### src/rtl/load_store_unit_pkg.sv
// Shared definitions for the load/store unit: funct3 codes, FSM states and
// the request legality / lane-placement helpers.
package load_store_unit_pkg;

  localparam logic [2:0] F3_B  = 3'd0;
  localparam logic [2:0] F3_H  = 3'd1;
  localparam logic [2:0] F3_W  = 3'd2;
  localparam logic [2:0] F3_BU = 3'd4;
  localparam logic [2:0] F3_HU = 3'd5;

  typedef enum logic [1:0] {IDLE, ISSUE, WAIT, RESP} lsu_state_t;

  // A request is legal when funct3 names a supported access for its direction
  // and the address is naturally aligned for the access size.
  function automatic logic lsu_legal(input logic is_store, input logic [2:0] funct3,
                                     input logic [1:0] addr_lo);
    logic ok;
    case (funct3)
      F3_B:    ok = 1'b1;
      F3_H:    ok = ~addr_lo[0];
      F3_W:    ok = (addr_lo == 2'b00);
      F3_BU:   ok = ~is_store;
      F3_HU:   ok = ~is_store & ~addr_lo[0];
      default: ok = 1'b0;
    endcase
    return ok;
  endfunction

  // Byte lanes touched by the access; the low funct3 bits carry the size.
  function automatic logic [3:0] lsu_byte_enable(input logic [2:0] funct3, input logic [1:0] addr_lo);
    logic [3:0] be;
    case (funct3[1:0])
      2'd0:    be = 4'b0001 << addr_lo;
      2'd1:    be = 4'b0011 << addr_lo;
      default: be = 4'b1111;
    endcase
    return be;
  endfunction

  // Store data replicated so every possible target lane carries the value.
  function automatic logic [31:0] lsu_write_data(input logic [2:0] funct3, input logic [31:0] data);
    logic [31:0] wd;
    case (funct3[1:0])
      2'd0:    wd = {4{data[7:0]}};
      2'd1:    wd = {2{data[15:0]}};
      default: wd = data;
    endcase
    return wd;
  endfunction

endpackage

### src/rtl/load_store_unit_if.sv
// Request, data-memory and response signals of the load/store unit.
// master = the unit itself, slave = execute stage plus data memory.
interface load_store_unit_if;
  logic        req_valid;
  logic        req_ready;
  logic        req_is_store;
  logic [2:0]  req_funct3;
  logic [31:0] req_address;
  logic [31:0] req_store_data;
  logic [4:0]  req_rd;
  logic [31:0] mem_address;
  logic [2:0]  mem_store_operation;
  logic [31:0] mem_write_data;
  logic [3:0]  mem_byte_enable;
  logic        mem_read_enable;
  logic        mem_write_enable;
  logic [31:0] mem_read_data;
  logic        resp_valid;
  logic [31:0] resp_data;
  logic [4:0]  resp_rd;
  logic        resp_error;

  modport master (
    input  req_valid, req_is_store, req_funct3, req_address, req_store_data, req_rd,
    output req_ready,
    output mem_address, mem_store_operation, mem_write_data, mem_byte_enable,
    output mem_read_enable, mem_write_enable,
    input  mem_read_data,
    output resp_valid, resp_data, resp_rd, resp_error
  );

  modport slave (
    output req_valid, req_is_store, req_funct3, req_address, req_store_data, req_rd,
    input  req_ready,
    input  mem_address, mem_store_operation, mem_write_data, mem_byte_enable,
    input  mem_read_enable, mem_write_enable,
    output mem_read_data,
    input  resp_valid, resp_data, resp_rd, resp_error
  );
endinterface

### src/rtl/load_store_unit_load_align.sv
// Combinational load alignment: selects the addressed byte/half from a memory
// word and sign- or zero-extends it. Kept separate so a cached load path can reuse it.
module load_store_unit_load_align
  import load_store_unit_pkg::*;
(
  input  logic [31:0] word_i,
  input  logic [1:0]  addr_lo_i,
  input  logic [2:0]  funct3_i,
  output logic [31:0] data_o
);

  logic [31:0] shifted;

  // Shift the addressed lane down to bit 0, then extend according to funct3.
  always_comb begin
    shifted = word_i >> {addr_lo_i, 3'b000};
    case (funct3_i)
      F3_B:    data_o = {{24{shifted[7]}}, shifted[7:0]};
      F3_H:    data_o = {{16{shifted[15]}}, shifted[15:0]};
      F3_BU:   data_o = {24'd0, shifted[7:0]};
      F3_HU:   data_o = {16'd0, shifted[15:0]};
      default: data_o = word_i;
    endcase
  end

endmodule

### src/rtl/load_store_unit.sv
// Load/store unit: takes one request at a time from execute, issues a single
// read or write strobe to data memory, waits the fixed read latency for loads
// and returns a one-cycle response with the aligned/extended load result.
module load_store_unit
  import load_store_unit_pkg::*;
#(
  parameter int MEM_READ_LATENCY = 1
) (
  input logic              clk,
  input logic              reset,
  load_store_unit_if.master bus
);

  localparam logic [2:0] LAT_CNT = 3'(MEM_READ_LATENCY);

  lsu_state_t  state_q;
  logic        req_ready_q;
  logic        is_store_q;
  logic [2:0]  funct3_q;
  logic [1:0]  addr_lo_q;
  logic [4:0]  rd_q;
  logic [2:0]  cnt_q;
  logic [31:0] mem_address_q;
  logic [2:0]  mem_store_op_q;
  logic [31:0] mem_write_data_q;
  logic [3:0]  mem_byte_enable_q;
  logic        mem_read_enable_q;
  logic        mem_write_enable_q;
  logic        resp_valid_q;
  logic [31:0] resp_data_q;
  logic [4:0]  resp_rd_q;
  logic        resp_error_q;
  logic [31:0] load_ext;

  load_store_unit_load_align u_align (
    .word_i    (bus.mem_read_data),
    .addr_lo_i (addr_lo_q),
    .funct3_i  (funct3_q),
    .data_o    (load_ext)
  );

  // Request FSM with all bus outputs registered; the memory address/lanes are
  // loaded on accept and left untouched until the next accept, so they stay
  // stable through the whole read wait.
  always_ff @(posedge clk or negedge reset) begin
    if (!reset) begin
      state_q            <= IDLE;
      req_ready_q        <= 1'b1;
      is_store_q         <= 1'b0;
      funct3_q           <= 3'd0;
      addr_lo_q          <= 2'd0;
      rd_q               <= 5'd0;
      cnt_q              <= 3'd0;
      mem_address_q      <= 32'd0;
      mem_store_op_q     <= 3'd0;
      mem_write_data_q   <= 32'd0;
      mem_byte_enable_q  <= 4'd0;
      mem_read_enable_q  <= 1'b0;
      mem_write_enable_q <= 1'b0;
      resp_valid_q       <= 1'b0;
      resp_data_q        <= 32'd0;
      resp_rd_q          <= 5'd0;
      resp_error_q       <= 1'b0;
    end else begin
      case (state_q)
        IDLE: begin
          if (bus.req_valid) begin
            req_ready_q <= 1'b0;
            is_store_q  <= bus.req_is_store;
            funct3_q    <= bus.req_funct3;
            addr_lo_q   <= bus.req_address[1:0];
            rd_q        <= bus.req_rd;
            if (lsu_legal(bus.req_is_store, bus.req_funct3, bus.req_address[1:0])) begin
              state_q            <= ISSUE;
              mem_address_q      <= {bus.req_address[31:2], 2'b00};
              mem_store_op_q     <= bus.req_funct3;
              mem_byte_enable_q  <= lsu_byte_enable(bus.req_funct3, bus.req_address[1:0]);
              mem_write_data_q   <= lsu_write_data(bus.req_funct3, bus.req_store_data);
              mem_read_enable_q  <= ~bus.req_is_store;
              mem_write_enable_q <= bus.req_is_store;
            end else begin
              // Illegal requests never touch memory; answer with an error at once.
              state_q      <= RESP;
              resp_valid_q <= 1'b1;
              resp_data_q  <= 32'd0;
              resp_rd_q    <= bus.req_rd;
              resp_error_q <= 1'b1;
            end
          end
        end
        ISSUE: begin
          mem_read_enable_q  <= 1'b0;
          mem_write_enable_q <= 1'b0;
          cnt_q              <= 3'd1;
          if (is_store_q) begin
            state_q      <= RESP;
            resp_valid_q <= 1'b1;
            resp_data_q  <= 32'd0;
            resp_rd_q    <= rd_q;
            resp_error_q <= 1'b0;
          end else begin
            state_q <= WAIT;
          end
        end
        WAIT: begin
          // The wait state lasts MEM_READ_LATENCY cycles; the last one is when
          // the read word is on mem_read_data.
          if (cnt_q == LAT_CNT) begin
            state_q      <= RESP;
            resp_valid_q <= 1'b1;
            resp_data_q  <= load_ext;
            resp_rd_q    <= rd_q;
            resp_error_q <= 1'b0;
          end else begin
            cnt_q <= cnt_q + 3'd1;
          end
        end
        RESP: begin
          resp_valid_q <= 1'b0;
          req_ready_q  <= 1'b1;
          state_q      <= IDLE;
        end
        default: state_q <= IDLE;
      endcase
    end
  end

  assign bus.req_ready           = req_ready_q;
  assign bus.mem_address         = mem_address_q;
  assign bus.mem_store_operation = mem_store_op_q;
  assign bus.mem_write_data      = mem_write_data_q;
  assign bus.mem_byte_enable     = mem_byte_enable_q;
  assign bus.mem_read_enable     = mem_read_enable_q;
  assign bus.mem_write_enable    = mem_write_enable_q;
  assign bus.resp_valid          = resp_valid_q;
  assign bus.resp_data           = resp_data_q;
  assign bus.resp_rd             = resp_rd_q;
  assign bus.resp_error          = resp_error_q;

endmodule
### src/flat_wrapper.sv
// flat-port wrapper written by rule: the top's interface ports become plain ports
module load_store_unit_flat import load_store_unit_pkg::*;
#(
  parameter int MEM_READ_LATENCY = 1
)
  (clk, reset, bus_req_valid, bus_req_is_store, bus_req_funct3, bus_req_address, bus_req_store_data, bus_req_rd, bus_req_ready, bus_mem_address, bus_mem_store_operation, bus_mem_write_data, bus_mem_byte_enable, bus_mem_read_enable, bus_mem_write_enable, bus_mem_read_data, bus_resp_valid, bus_resp_data, bus_resp_rd, bus_resp_error);
  load_store_unit_if bus_i ();
  input logic clk;
  input logic reset;
  input wire logic [$bits(bus_i.req_valid)-1:0] bus_req_valid;
  input wire logic [$bits(bus_i.req_is_store)-1:0] bus_req_is_store;
  input wire logic [$bits(bus_i.req_funct3)-1:0] bus_req_funct3;
  input wire logic [$bits(bus_i.req_address)-1:0] bus_req_address;
  input wire logic [$bits(bus_i.req_store_data)-1:0] bus_req_store_data;
  input wire logic [$bits(bus_i.req_rd)-1:0] bus_req_rd;
  output wire logic [$bits(bus_i.req_ready)-1:0] bus_req_ready;
  output wire logic [$bits(bus_i.mem_address)-1:0] bus_mem_address;
  output wire logic [$bits(bus_i.mem_store_operation)-1:0] bus_mem_store_operation;
  output wire logic [$bits(bus_i.mem_write_data)-1:0] bus_mem_write_data;
  output wire logic [$bits(bus_i.mem_byte_enable)-1:0] bus_mem_byte_enable;
  output wire logic [$bits(bus_i.mem_read_enable)-1:0] bus_mem_read_enable;
  output wire logic [$bits(bus_i.mem_write_enable)-1:0] bus_mem_write_enable;
  input wire logic [$bits(bus_i.mem_read_data)-1:0] bus_mem_read_data;
  output wire logic [$bits(bus_i.resp_valid)-1:0] bus_resp_valid;
  output wire logic [$bits(bus_i.resp_data)-1:0] bus_resp_data;
  output wire logic [$bits(bus_i.resp_rd)-1:0] bus_resp_rd;
  output wire logic [$bits(bus_i.resp_error)-1:0] bus_resp_error;
  assign bus_i.req_valid = bus_req_valid;
  assign bus_i.req_is_store = bus_req_is_store;
  assign bus_i.req_funct3 = bus_req_funct3;
  assign bus_i.req_address = bus_req_address;
  assign bus_i.req_store_data = bus_req_store_data;
  assign bus_i.req_rd = bus_req_rd;
  assign bus_req_ready = bus_i.req_ready;
  assign bus_mem_address = bus_i.mem_address;
  assign bus_mem_store_operation = bus_i.mem_store_operation;
  assign bus_mem_write_data = bus_i.mem_write_data;
  assign bus_mem_byte_enable = bus_i.mem_byte_enable;
  assign bus_mem_read_enable = bus_i.mem_read_enable;
  assign bus_mem_write_enable = bus_i.mem_write_enable;
  assign bus_i.mem_read_data = bus_mem_read_data;
  assign bus_resp_valid = bus_i.resp_valid;
  assign bus_resp_data = bus_i.resp_data;
  assign bus_resp_rd = bus_i.resp_rd;
  assign bus_resp_error = bus_i.resp_error;
  load_store_unit #(.MEM_READ_LATENCY(MEM_READ_LATENCY)) u_core (.clk(clk), .reset(reset), .bus(bus_i));
endmodule
### config.mk
export PLATFORM = sky130hd
export DESIGN_NAME = load_store_unit_flat
export DESIGN_NICKNAME = d
export VERILOG_FILES = /design/src/rtl/load_store_unit_pkg.sv /design/src/rtl/load_store_unit_if.sv /design/src/rtl/load_store_unit_load_align.sv /design/src/rtl/load_store_unit.sv /design/src/flat_wrapper.sv
export SDC_FILE = /design/constraint.sdc
export NUM_CORES = 1
export LEC_CHECK = 0
export BUFFER_PORTS_ARGS = -buffer_cell sky130_fd_sc_hd__buf_2
export CORE_UTILIZATION = 50
export DETAILED_ROUTE_END_ITERATION = 10
export HOLD_SLACK_MARGIN = 0.12
export PLACE_DENSITY = 0.8
export SLEW_MARGIN = 20
export SYNTH_ARGS = -nofsm -noshare
export SYNTH_HDL_FRONTEND = slang
export SYNTH_SLANG_ARGS = --single-unit
### constraint.sdc
create_clock -name clk -period 5.1 [get_ports clk]
set_clock_uncertainty 0.2 [all_clocks]
set_input_delay 0.255 -clock clk [delete_from_list [all_inputs] [get_ports clk]]
set_output_delay 0.255 -clock clk [all_outputs]
set_load 0.05 [all_outputs]
==> impl_metrics.json <==
{
  "post-route-min-period_ps": 2878,
  "synth-async-reset-ratio_pct": 100.0,
  "vdd_ir_drop_max_uv": 434.0,
  "yosysTopAreaCellShare_pct": 50.94,
  "ys_seq_elements": 127,
  "drt_iter0_drc": 367,
  "hold_viol_final": 0,
  "path_cells": "inv_1 > ha_1 > inv_2 > o2111a_1 > nand2_2 > a22o_1",
  "h-tree-depth": 4,
  "cts_buffers": 17,
  "startpoint_type": "register",
  "p_leak_nw": 4.452,
  "clk_path_buf_depth": 2,
  "cts_tree": "yes",
  "tightestPinTransition_ps": 929.2,
  "clk_pin_slew_ps": 60,
  "period_share_pct": 56.44,
  "synth-seq-area-share_pct": 51.36,
  "cts.sinks": 127,
  "die_area_um2": 12830,
  "yosys_warnings": 0,
  "start_util_pct": 51.32,
  "synth_edf_count": 0,
  "grt_pass1_vias": 6006,
  "multiInputGateArea_um2": 2770,
  "fin_cells": 1036,
  "seq_area_um2": 3179,
  "worst_setup_path_end_kind": "register",
  "outcome": "complete, no violations",
  "hold_path.class": "in -> reg",
  "critPathMaxStageDelay_ps": 720,
  "p_int_mw": 3.235,
  "drt-total-wl_um": 19150,
  "insertion_delay_ps": 420,
  "placed_cells": 893,
  "vias": 5755,
  "fin_util_pct": 75.25,
  "track_usage_pct": 31.24,
  "nFillCells": 775,
  "antenna_left": 0,
  "avgSynthCellArea_um2": 11.38,
  "synth_cell_types": 51,
  "p_clk_share_pct": 18.7,
  "grt_start_max_net_pins": 73,
  "grt_overflow": 0,
  "setup_tns_ps": 0,
  "row_count": 40,
  "synthTopCellsByCount": "dfrtp_1, nand2_1, mux2i_1",
  "die_height_um": 113.3,
  "setup_viol": 0,
  "yosysMostFrequentCell": "dfrtp_1",
  "power_density_nw_per_um2": 716.4,
  "cp_max_fo": 19,
  "drtPass1Iterations": 5,
  "rsz0062_at_grt": "false",
  "antenna_found_initial": 0,
  "yosysTopAreaCell": "dfrtp_1",
  "core-area_um2": 12060,
  "worst_path_max_delay_cell": "o2111a_1",
  "fmax_mhz": 347.4,
  "n_antenna_cell": 0,
  "gp_congestion": 0.8561,
  "drive_above_1_share_pct": 33.41,
  "sw_frac_of_total_pct": 50.24,
  "drv_cap": 0,
  "relSlewSlack_pct": 38.06,
  "power.share.sequential_pct": 27.9,
  "syn_inst": 544,
  "portBuffers": 218,
  "nets": 970,
  "path_class": "reg -> reg",
  "grt_pass1_wl_um": 30260,
  "detailedPlacementHpwl_um": 11260,
  "drc_errors": 0,
  "ios": 221,
  "timing.hold.ws_ps": 204.4,
  "viasPerCell": 5.555,
  "p_sw_mw": 3.267,
  "post_drt_wl_per_cell_um": 18.48,
  "synthFlopType": "dfrtp_1",
  "area_delta_synth_final_pct": 46.63,
  "synth_area_leaders": "dfrtp_1, mux2i_1, mux2_1, nand2_1, a21oi_1",
  "root_buffer": "clkbuf_16",
  "slew_violations": 0,
  "comb_power_share_pct": 53.4,
  "synth_area_um2": 6190,
  "arrival_ps": 2980,
  "required_ps": 5200,
  "die_x_um": 113.3
}
power groups by stage:
| stage | clock network, mW | registers, mW | logic [mW] |
|---|---|---|---|
| final | 1.22 | 1.81 | 3.47 |
| after detailed placement | 0 | 1.78 | 3.35 |
| after global routing | 1.27 | 1.85 | 3.66 |
| after CTS | 1.22 | 1.78 | 3.43 |
| after floorplan | 0 | 3.03 | 1.34 |
| after global placement | 0 | 1.76 | 3.27 |
state kept, by name, summed over array words and instances (netlist names), 3 cells and up:
signal	cells
u_core.bus.mem_address	30
u_core.bus.resp_data	32
u_core.bus.mem_byte_enable	4
u_core.cnt_q	3
u_core.rd_q	5
u_core.bus.resp_rd	5
u_core.bus.mem_store_operation	3
u_core.funct3_q	3
u_core.bus.mem_write_data	32
critical path: cells and delay by family (launching register included):
| kind | cells | cell delay, ps |
|---|---|---|
| AO/OA/AOI/OAI | 2 | 1040 |
| flip-flops | 1 | 430 |
| adder cells (fa/ha/maj) | 1 | 420 |
| AND/OR/NAND/NOR | 1 | 340 |
| buffers and inverters | 2 | 330 |
routing by layer:
metal  GRT usage (%)  wire (um)  part of all wire [%]  vias up
met2           53.37       9644                    50      284
met3           8.463       1265                   6.6       73
met4           17.63        929                   4.9        0
li1                -          -                     -     2596
met5               0          0                     0        -
met1           35.45       7307                    38     2802
worst paths after layout:
path	endpoint	from	slack, ps	cells after the start
max in group asynchronous	u_core.bus.mem_address[28]	reset	3100	3
worst max register to register	u_core.bus.resp_data[10]	u_core.state_q[0]	2220	6
worst max-delay path	u_core.bus.resp_data[10]	u_core.state_q[0]	2220	6
worst min register to register	u_core.bus.mem_write_data[22]	u_core.bus.mem_write_data[22]	280	2
min in group asynchronous	u_core.bus.mem_address[15]	reset	300	2
worst min-delay path	u_core.bus.mem_store_operation[0]	bus_req_funct3[0]	200	2
kinds of logic (layout without fill, tap and decap cells):
kind of cell | count (synthesis) | count (layout) | share of synthesized area [%]
other | 1 | 2 | 0.06058
buffers and inverters | 60 | 383 | 4.346
XOR/XNOR | 1 | 1 | 0.1415
multiplexers | 100 | 100 | 17.42
flip-flops | 127 | 127 | 51.36
AO/OA/AOI/OAI | 148 | 148 | 17.77
AND/OR/NAND/NOR | 100 | 100 | 7.479
adder cells (fa/ha/maj) | 7 | 7 | 1.415
placed cells by master (no fill, tap or decap), types with 3 or more instances in the layout:
cell and count:
a311oi_2 10, nor2_1 22, ha_1 7, a22o_1 7
buf_2 217, dfrtp_1 126, mux2_2 11, buf_4 6
mux2_1 41, a211oi_1 3, dlygate4sd3_1 111, nand3b_1 8
clkinvlp_4 4, a311oi_1 6, nand2b_1 4, mux2i_1 47
o21ai_0 28, o211a_1 6, clkbuf_16 17, o211ai_1 4
clkbuf_8 4, nand2_1 56, a2bb2oi_1 7, o21ai_1 19
a21oi_1 30, inv_1 15, o31ai_1 7, clkinv_2 4
o221ai_1 7
final cells by class:
cell class                      count  share of cell area [%]
Clock buffer                       22                   5.335
Clock inverter                     10                   1.213
Inverter                           16                  0.6617
Multi-Input combinational cell    358                   30.52
Sequential cell                   127                   35.03
Tap cell                          168                   2.316
Timing Repair Buffer              335                   24.92
stage by stage:
stage / power (mW) / instance area [um^2] / setup WS [ps]
final: 6.502 / 9076 / 2222
after detailed placement: 5.132 / 7371 / 2293
after floorplan: 4.367 / 6193 / 2980
after global placement: 5.028 / 7366 / 2181
after global routing: 6.788 / 9076 / 2050
after CTS: 6.422 / 9076 / 2272
what timing repair did:
item / 4_1_cts / 5_1_grt
hold buffers: 111 / 0
gates resized for setup: 0 / 0
setup endpoints to repair: 0 / 0
setup buffers: 0 / 0
endpoints found under the hold margin: 186 / 0
Power figures use the tool's default switching activity.
